File: src/rtl/weight_load_ctrl.sv
// Weight-RAM write-port sequencer: preloads both ping-pong banks on start, then
// refills the freed bank with the next kernel group on each engine request.
module weight_load_ctrl #(
  parameter int DATA_WIDTH      = 16,
  parameter int KERNEL_SIZE_MAX = 3,
  parameter int PARA_KERNEL     = 2,
  parameter int DEPTH_MAX       = 64,
  parameter int WADDR_W         = 7,
  parameter int SRC_ADDR_W      = 16,
  parameter int DEPTH_W         = 8,
  parameter int KNUM_W          = 8
) (
  input  logic                                                       clk,
  input  logic                                                       rst,
  input  logic                                                       start,
  input  logic [DEPTH_W-1:0]                                         fm_depth,
  input  logic [KNUM_W-1:0]                                          kernel_num,
  input  logic                                                       update_weight_ram,
  input  logic [WADDR_W*PARA_KERNEL-1:0]                             update_weight_ram_addr,
  output logic                                                       src_rd_en,
  output logic [SRC_ADDR_W-1:0]                                      src_rd_addr,
  input  logic [KERNEL_SIZE_MAX*KERNEL_SIZE_MAX*PARA_KERNEL*DATA_WIDTH-1:0] src_rd_data,
  input  logic                                                       src_rd_valid,
  output logic [KERNEL_SIZE_MAX*KERNEL_SIZE_MAX*PARA_KERNEL*DATA_WIDTH-1:0] weight_data,
  output logic [WADDR_W*PARA_KERNEL-1:0]                             write_weight_data_addr,
  output logic                                                       weight_wr_en,
  output logic                                                       weight_data_done,
  output logic                                                       all_loaded,
  output logic                                                       req_overflow
);

  localparam int SLICE_W = KERNEL_SIZE_MAX*KERNEL_SIZE_MAX*PARA_KERNEL*DATA_WIDTH;
  localparam int LANES_W = WADDR_W*PARA_KERNEL;

  localparam logic [1:0] ST_IDLE    = 2'd0;
  localparam logic [1:0] ST_RD_REQ  = 2'd1;
  localparam logic [1:0] ST_RD_WAIT = 2'd2;
  localparam logic [1:0] ST_FIN     = 2'd3;

  localparam logic [DEPTH_W:0]     DEPTH_MAX_C = (DEPTH_W+1)'(DEPTH_MAX);
  localparam logic [KNUM_W:0]      PK_C        = (KNUM_W+1)'(PARA_KERNEL);
  localparam logic [KNUM_W:0]      PK_M1_C     = (KNUM_W+1)'(PARA_KERNEL-1);
  localparam logic [WADDR_W-1:0]   BANK1_BASE  = WADDR_W'(DEPTH_MAX);

  logic [1:0]            state_q, state_d;
  logic [DEPTH_W-1:0]    depth_q, depth_d;
  logic [KNUM_W-1:0]     groups_q, groups_d;
  logic [KNUM_W-1:0]     grp_q, grp_d;
  logic [SRC_ADDR_W-1:0] src_base_q, src_base_d;
  logic [DEPTH_W-1:0]    slice_q, slice_d;
  logic [LANES_W-1:0]    base_q, base_d;
  logic                  init_load_q, init_load_d;
  logic                  pend_valid_q, pend_valid_d;
  logic [LANES_W-1:0]    pend_addr_q, pend_addr_d;
  logic                  overflow_q, overflow_d;
  logic                  started_q, started_d;
  logic [SLICE_W-1:0]    data_q, data_d;
  logic [LANES_W-1:0]    wr_addr_q, wr_addr_d;
  logic                  wr_en_q, wr_en_d;
  logic                  done_q, done_d;

  logic [DEPTH_W-1:0]    depth_cfg;
  logic [KNUM_W-1:0]     groups_cfg;
  logic [KNUM_W-1:0]     kn_eff;
  logic [KNUM_W:0]       kn_sum;
  logic [LANES_W-1:0]    lane_addr;
  logic [WADDR_W-1:0]    slice_w;
  logic                  last_slice;
  logic                  more_groups;

  // Layer configuration derived from the start-time inputs.
  always_comb begin
    if (fm_depth == '0) begin
      depth_cfg = DEPTH_W'(1);
    end else if ({1'b0, fm_depth} > DEPTH_MAX_C) begin
      depth_cfg = DEPTH_W'(DEPTH_MAX);
    end else begin
      depth_cfg = fm_depth;
    end
    kn_eff     = (kernel_num == '0) ? KNUM_W'(1) : kernel_num;
    kn_sum     = {1'b0, kn_eff} + PK_M1_C;
    groups_cfg = KNUM_W'(kn_sum / PK_C);
  end

  assign slice_w     = WADDR_W'(slice_q);
  assign last_slice  = (slice_q == depth_q - DEPTH_W'(1));
  assign more_groups = (grp_q < groups_q);

  generate
    for (genvar gi = 0; gi < PARA_KERNEL; gi++) begin : g_lane
      assign lane_addr[gi*WADDR_W +: WADDR_W] = base_q[gi*WADDR_W +: WADDR_W] + slice_w;
    end
  endgenerate

  always_comb begin
    state_d      = state_q;
    depth_d      = depth_q;
    groups_d     = groups_q;
    grp_d        = grp_q;
    src_base_d   = src_base_q;
    slice_d      = slice_q;
    base_d       = base_q;
    init_load_d  = init_load_q;
    pend_valid_d = pend_valid_q;
    pend_addr_d  = pend_addr_q;
    overflow_d   = overflow_q;
    started_d    = started_q;
    data_d       = data_q;
    wr_addr_d    = wr_addr_q;
    wr_en_d      = 1'b0;
    done_d       = done_q;

    case (state_q)
      ST_IDLE: begin
        if (start) begin
          state_d      = ST_RD_REQ;
          depth_d      = depth_cfg;
          groups_d     = groups_cfg;
          grp_d        = '0;
          src_base_d   = '0;
          slice_d      = '0;
          base_d       = '0;
          init_load_d  = 1'b1;
          pend_valid_d = 1'b0;
          pend_addr_d  = '0;
          overflow_d   = 1'b0;
          started_d    = 1'b1;
          done_d       = 1'b0;
        end else if (pend_valid_q) begin
          // A request arriving while the slot drains simply takes its place.
          pend_valid_d = update_weight_ram;
          if (update_weight_ram) begin
            pend_addr_d = update_weight_ram_addr;
          end
          if (more_groups) begin
            state_d     = ST_RD_REQ;
            base_d      = pend_addr_q;
            init_load_d = 1'b0;
            done_d      = 1'b0;
          end
        end else if (update_weight_ram && more_groups) begin
          state_d     = ST_RD_REQ;
          base_d      = update_weight_ram_addr;
          init_load_d = 1'b0;
          done_d      = 1'b0;
        end
      end
      ST_RD_REQ: begin
        state_d = ST_RD_WAIT;
      end
      ST_RD_WAIT: begin
        if (src_rd_valid) begin
          data_d    = src_rd_data;
          wr_addr_d = lane_addr;
          wr_en_d   = 1'b1;
          if (last_slice) begin
            slice_d    = '0;
            grp_d      = grp_q + KNUM_W'(1);
            src_base_d = src_base_q + SRC_ADDR_W'(depth_q);
            if (init_load_q && (groups_q > KNUM_W'(1))) begin
              base_d      = {PARA_KERNEL{BANK1_BASE}};
              init_load_d = 1'b0;
              state_d     = ST_RD_REQ;
            end else begin
              state_d = ST_FIN;
            end
          end else begin
            slice_d = slice_q + DEPTH_W'(1);
            state_d = ST_RD_REQ;
          end
        end
      end
      ST_FIN: begin
        state_d = ST_IDLE;
        // Stay low when a queued refill is about to start another load.
        done_d  = !((pend_valid_q || update_weight_ram) && more_groups);
      end
      default: begin
        state_d = ST_IDLE;
      end
    endcase

    if ((state_q != ST_IDLE) && update_weight_ram) begin
      if (pend_valid_q) begin
        overflow_d = 1'b1;
      end else begin
        pend_valid_d = 1'b1;
        pend_addr_d  = update_weight_ram_addr;
      end
    end
  end

  always_ff @(posedge clk or posedge rst) begin
    if (rst) begin
      state_q      <= ST_IDLE;
      depth_q      <= '0;
      groups_q     <= '0;
      grp_q        <= '0;
      src_base_q   <= '0;
      slice_q      <= '0;
      base_q       <= '0;
      init_load_q  <= 1'b0;
      pend_valid_q <= 1'b0;
      pend_addr_q  <= '0;
      overflow_q   <= 1'b0;
      started_q    <= 1'b0;
      data_q       <= '0;
      wr_addr_q    <= '0;
      wr_en_q      <= 1'b0;
      done_q       <= 1'b0;
    end else begin
      state_q      <= state_d;
      depth_q      <= depth_d;
      groups_q     <= groups_d;
      grp_q        <= grp_d;
      src_base_q   <= src_base_d;
      slice_q      <= slice_d;
      base_q       <= base_d;
      init_load_q  <= init_load_d;
      pend_valid_q <= pend_valid_d;
      pend_addr_q  <= pend_addr_d;
      overflow_q   <= overflow_d;
      started_q    <= started_d;
      data_q       <= data_d;
      wr_addr_q    <= wr_addr_d;
      wr_en_q      <= wr_en_d;
      done_q       <= done_d;
    end
  end

  assign src_rd_en              = (state_q == ST_RD_REQ);
  assign src_rd_addr            = src_base_q + SRC_ADDR_W'(slice_q);
  assign weight_data            = data_q;
  assign write_weight_data_addr = wr_addr_q;
  assign weight_wr_en           = wr_en_q;
  assign weight_data_done       = done_q;
  assign all_loaded             = started_q && (grp_q == groups_q);
  assign req_overflow           = overflow_q;

endmodule

File: config.mk
export PLATFORM = sky130hd
export DESIGN_NAME = weight_load_ctrl
export DESIGN_NICKNAME = d
export VERILOG_FILES = /design/src/rtl/weight_load_ctrl.sv
export SDC_FILE = /design/constraint.sdc
export NUM_CORES = 1
export LEC_CHECK = 0
export ABC_AREA = 1
export BUFFER_PORTS_ARGS = -buffer_cell sky130_fd_sc_hd__buf_4
export CAP_MARGIN = 20
export CORE_MARGIN = 4
export CORE_UTILIZATION = 30
export DETAILED_ROUTE_END_ITERATION = 12
export REMOVE_ABC_BUFFERS = 1
export SYNTH_ARGS = -nofsm -noshare
export SYNTH_HDL_FRONTEND = slang
export SYNTH_SLANG_ARGS = --single-unit
File: constraint.sdc
create_clock -name clk -period 12.3 [get_ports clk]
set_input_delay 2.46 -clock clk [delete_from_list [all_inputs] [get_ports clk]]
set_output_delay 2.46 -clock clk [all_outputs]
set_load 0.05 [all_outputs]
==> impl_metrics.toml <==
[clocking]
post_cts_buffers = 0
cts_buffers = 46
cts_sinks = 386
cts_max_path_buffers = 3
clock_latency_ns = 0.57
ctsRootBufferMaster = "clkbuf_16"
postCtsHoldBufs = 0
h-tree-depth = 2
cts_tree = "done"
clk_pin_slew_ns = 0.06
ctsResizeCount = 0

[synth]
synth_area_leaders = "dfrtp_1 55%, nand2_1 25%, ha_1 3.1%"
synth_warnings = 0
netlist.area_leader.share_pct = 55.4
synth-seq-cells = 386
async_flop_share_pct = 100
synth_cell_types = 34
synth_cells = 2151
synth_edf_count = 0
yosys.area.top_type = "dfrtp_1"
seq_area_frac_synth_pct = 55.4
ys.flop_type = "dfrtp_1"
syn-cell-area_um2 = 17400
synth.avg_cell_area_um2 = 8.11

[timing]
period_needed_ns = 5.57
fin_crit_sh_pct = 45.3
setup_violations = 0
worst_pin_slew_ns = 1.11
slew_viol_final = 0
slew_headroom_pct = 26.0
rsz0062_at_grt = "no"
fmax_mhz = 179
final_hold_viol_count = 0
fin_ws_ns = 6.73
skew_ns = 0.0177

[place]
pre_cts_slack_ns = 7.24
port_buffers = 645
place_congestion = 0.934
hpwlAfterDp_mm = 53.4
dp.cells = 3478

[run]
maxCapViolations = 0

[setup_path]
worstPathCellList = "inv_1 -> fa_1 -> o21ai_0 -> nand4_1 -> nand2_1 -> nand2_1 -> nor2_1 -> xor2_1 -> buf_4"
cpMostUsedCell = "nand2_1"
crit_family = "simple AND/OR/NAND/NOR gates"
endpoint_kind = "output pin"
path_max_fanout = 8
startpoint_type = "register"
cpPeakStageDelay_ns = 0.51
critical_path_required_ns = 9.84
cpMaxStageDelayCell = "dfrtp_1"
critPathBufInv = 2
crit_arrival_ns = 3.11
path_class = "register to output pin"

[global_routing]
antenna_found_initial = 9
grtUsageTotal_pct = 21.8
grt_pass1_wl_mm = 105
overflow = 0
grt_max_degree = 180
first_global_vias = 16300

[die]
rows = 88
dieHeight_um = 249
ios = 646
coreArea_um2 = 57600
dieWidth_um = 249
start_util_pct = 30.3
die_area_um2 = 62100

[pwr]
p_leak_nw = 13.7
ir_drop_mv = 0.174
powerDensity_nw_per_um2 = 305

[final_layout]
utilization_pct = 42.5
drive_above_1_share_pct = 26.8
instances_no_fill = 3563
areaGrowthSynthToFinish_pct = 40.4
nNetsFinal = 3132

[route]
ant_nets = 0
vias_per_cell = 4.62
drc_errors = 0
first_pass_iters = 5
wl_per_cell_um = 19.7
totalWireLength_mm = 70.2
vias = 16500
drtIter0Drc = 1178

[run_status]
status = "completed"

[worst_hold_path]
min_path_type = "register to register"
-- cells in the final DEF, fill, tap and decap left out, types with 9 or more instances in the layout --
cell / instances
nand2_1: 1143
buf_4: 655
dfrtp_1: 386
inv_1: 116
nand3_1: 95
nor2_1: 80
clkbuf_16: 46
ha_1: 43
a21oi_1: 39
o21ai_0: 35
xor2_1: 20
nand4_1: 14
o32ai_1: 13
a211oi_1: 12
xnor2_1: 11
clkbuf_8: 10
clkinv_2: 9
-- sequential cells by signal, indices dropped and copies added (netlist names), 2 cells and up --
register,count
write_weight_data_addr,14
src_base_q,16
groups_q,8
base_q,14
depth_q,8
grp_q,8
state_q,2
weight_data,288
slice_q,8
pend_addr_q,14
-- routing by layer --
metal  wire length [um]  track usage [%]  vias to the layer above
li1                   -                -                     7889
met1              28900             27.2                     7905
met2              32800             35.6                      558
met3               6050             7.75                      105
met4               2470             6.63                       12
met5                 67                0                        -
-- through the flow --
step           hold WS, ns  cell area [um2]  setup TNS [ns]  total power, W
5_1_grt              0.490            24500               0         0.00787
6_report             0.453            24500               0         0.00746
2_1_floorplan        0.423            17000        -1241.23         0.00471
3_3_place_gp         0.439            22900               0         0.00608
3_5_place_dp         0.443            23000               0         0.00614
4_1_cts              0.457            24500               0         0.00753
-- synth_stat cells (2+ instances only) --
cell type	number
a211oi_1	12
a21oi_1	39
a31oi_1	3
buf_2	33
buf_4	4
buf_6	2
clkbuf_1	56
dfrtp_1	386
fa_1	4
ha_1	43
inv_1	118
inv_2	3
nand2_1	1144
nand3_1	95
nand3b_1	8
nand4_1	14
nor2_1	80
nor2_4	2
nor3_1	3
o21a_1	2
o21ai_0	35
o22ai_1	6
o32ai_1	13
or2_2	7
xnor2_1	11
xor2_1	20
-- worst register-to-register path, stage by stage (launching register included) --
cell and delay, ns:
dfrtp_1 0.41, inv_1 0.11, ha_1 0.65, nand2_4 0.43, inv_8 0.84, buf_4 0.73
buf_16 0.33, nand2_1 0.18, nand2_1 0.09
-- where the power goes --
part           switching (W)  total [W]  leakage (nW)  internal, W
sequential          0.000347    0.00214          4.93      0.00179
clock               0.000566    0.00136         0.731     0.000790
combinational        0.00289    0.00397          8.05      0.00108
total                0.00380    0.00746          13.7      0.00366
-- final cells by class --
type	count	area, um2
Clock buffer	63	1320
Antenna cell	3	7.51
Tap cell	765	957
Clock inverter	18	170
Sequential cell	386	9660
Multi-Input combinational cell	1549	6910
Inverter	121	469
Timing Repair Buffer	658	4990
Fill cell	5694	33100
-- final timing paths --
| check | start | to | slack, ns | cells after the start |
|---|---|---|---|---|
| worst max-delay path | slice_q[1] | src_rd_addr[14] | 6.73 | 9 |
| worst min-delay path | started_q | started_q | 0.45 | 2 |
| worst max register to register | state_q[0] | weight_data[45] | 8.47 | 8 |
| worst min register to register | started_q | started_q | 0.45 | 2 |
| max in group asynchronous | rst | weight_data[81] | 8.74 | 3 |
| min in group asynchronous | rst | weight_data[229] | 2.03 | 2 |
-- kinds of logic after synthesis --
group / synth area share [%]
DFF: 55.4
adders and majority gates: 3.54
AOI/OAI and AO/OA: 3.87
buffers and inverters: 5.06
xor gates and xnor gates: 1.56
and+or+nand+nor: 30.6
Power figures use the tool's default switching activity.
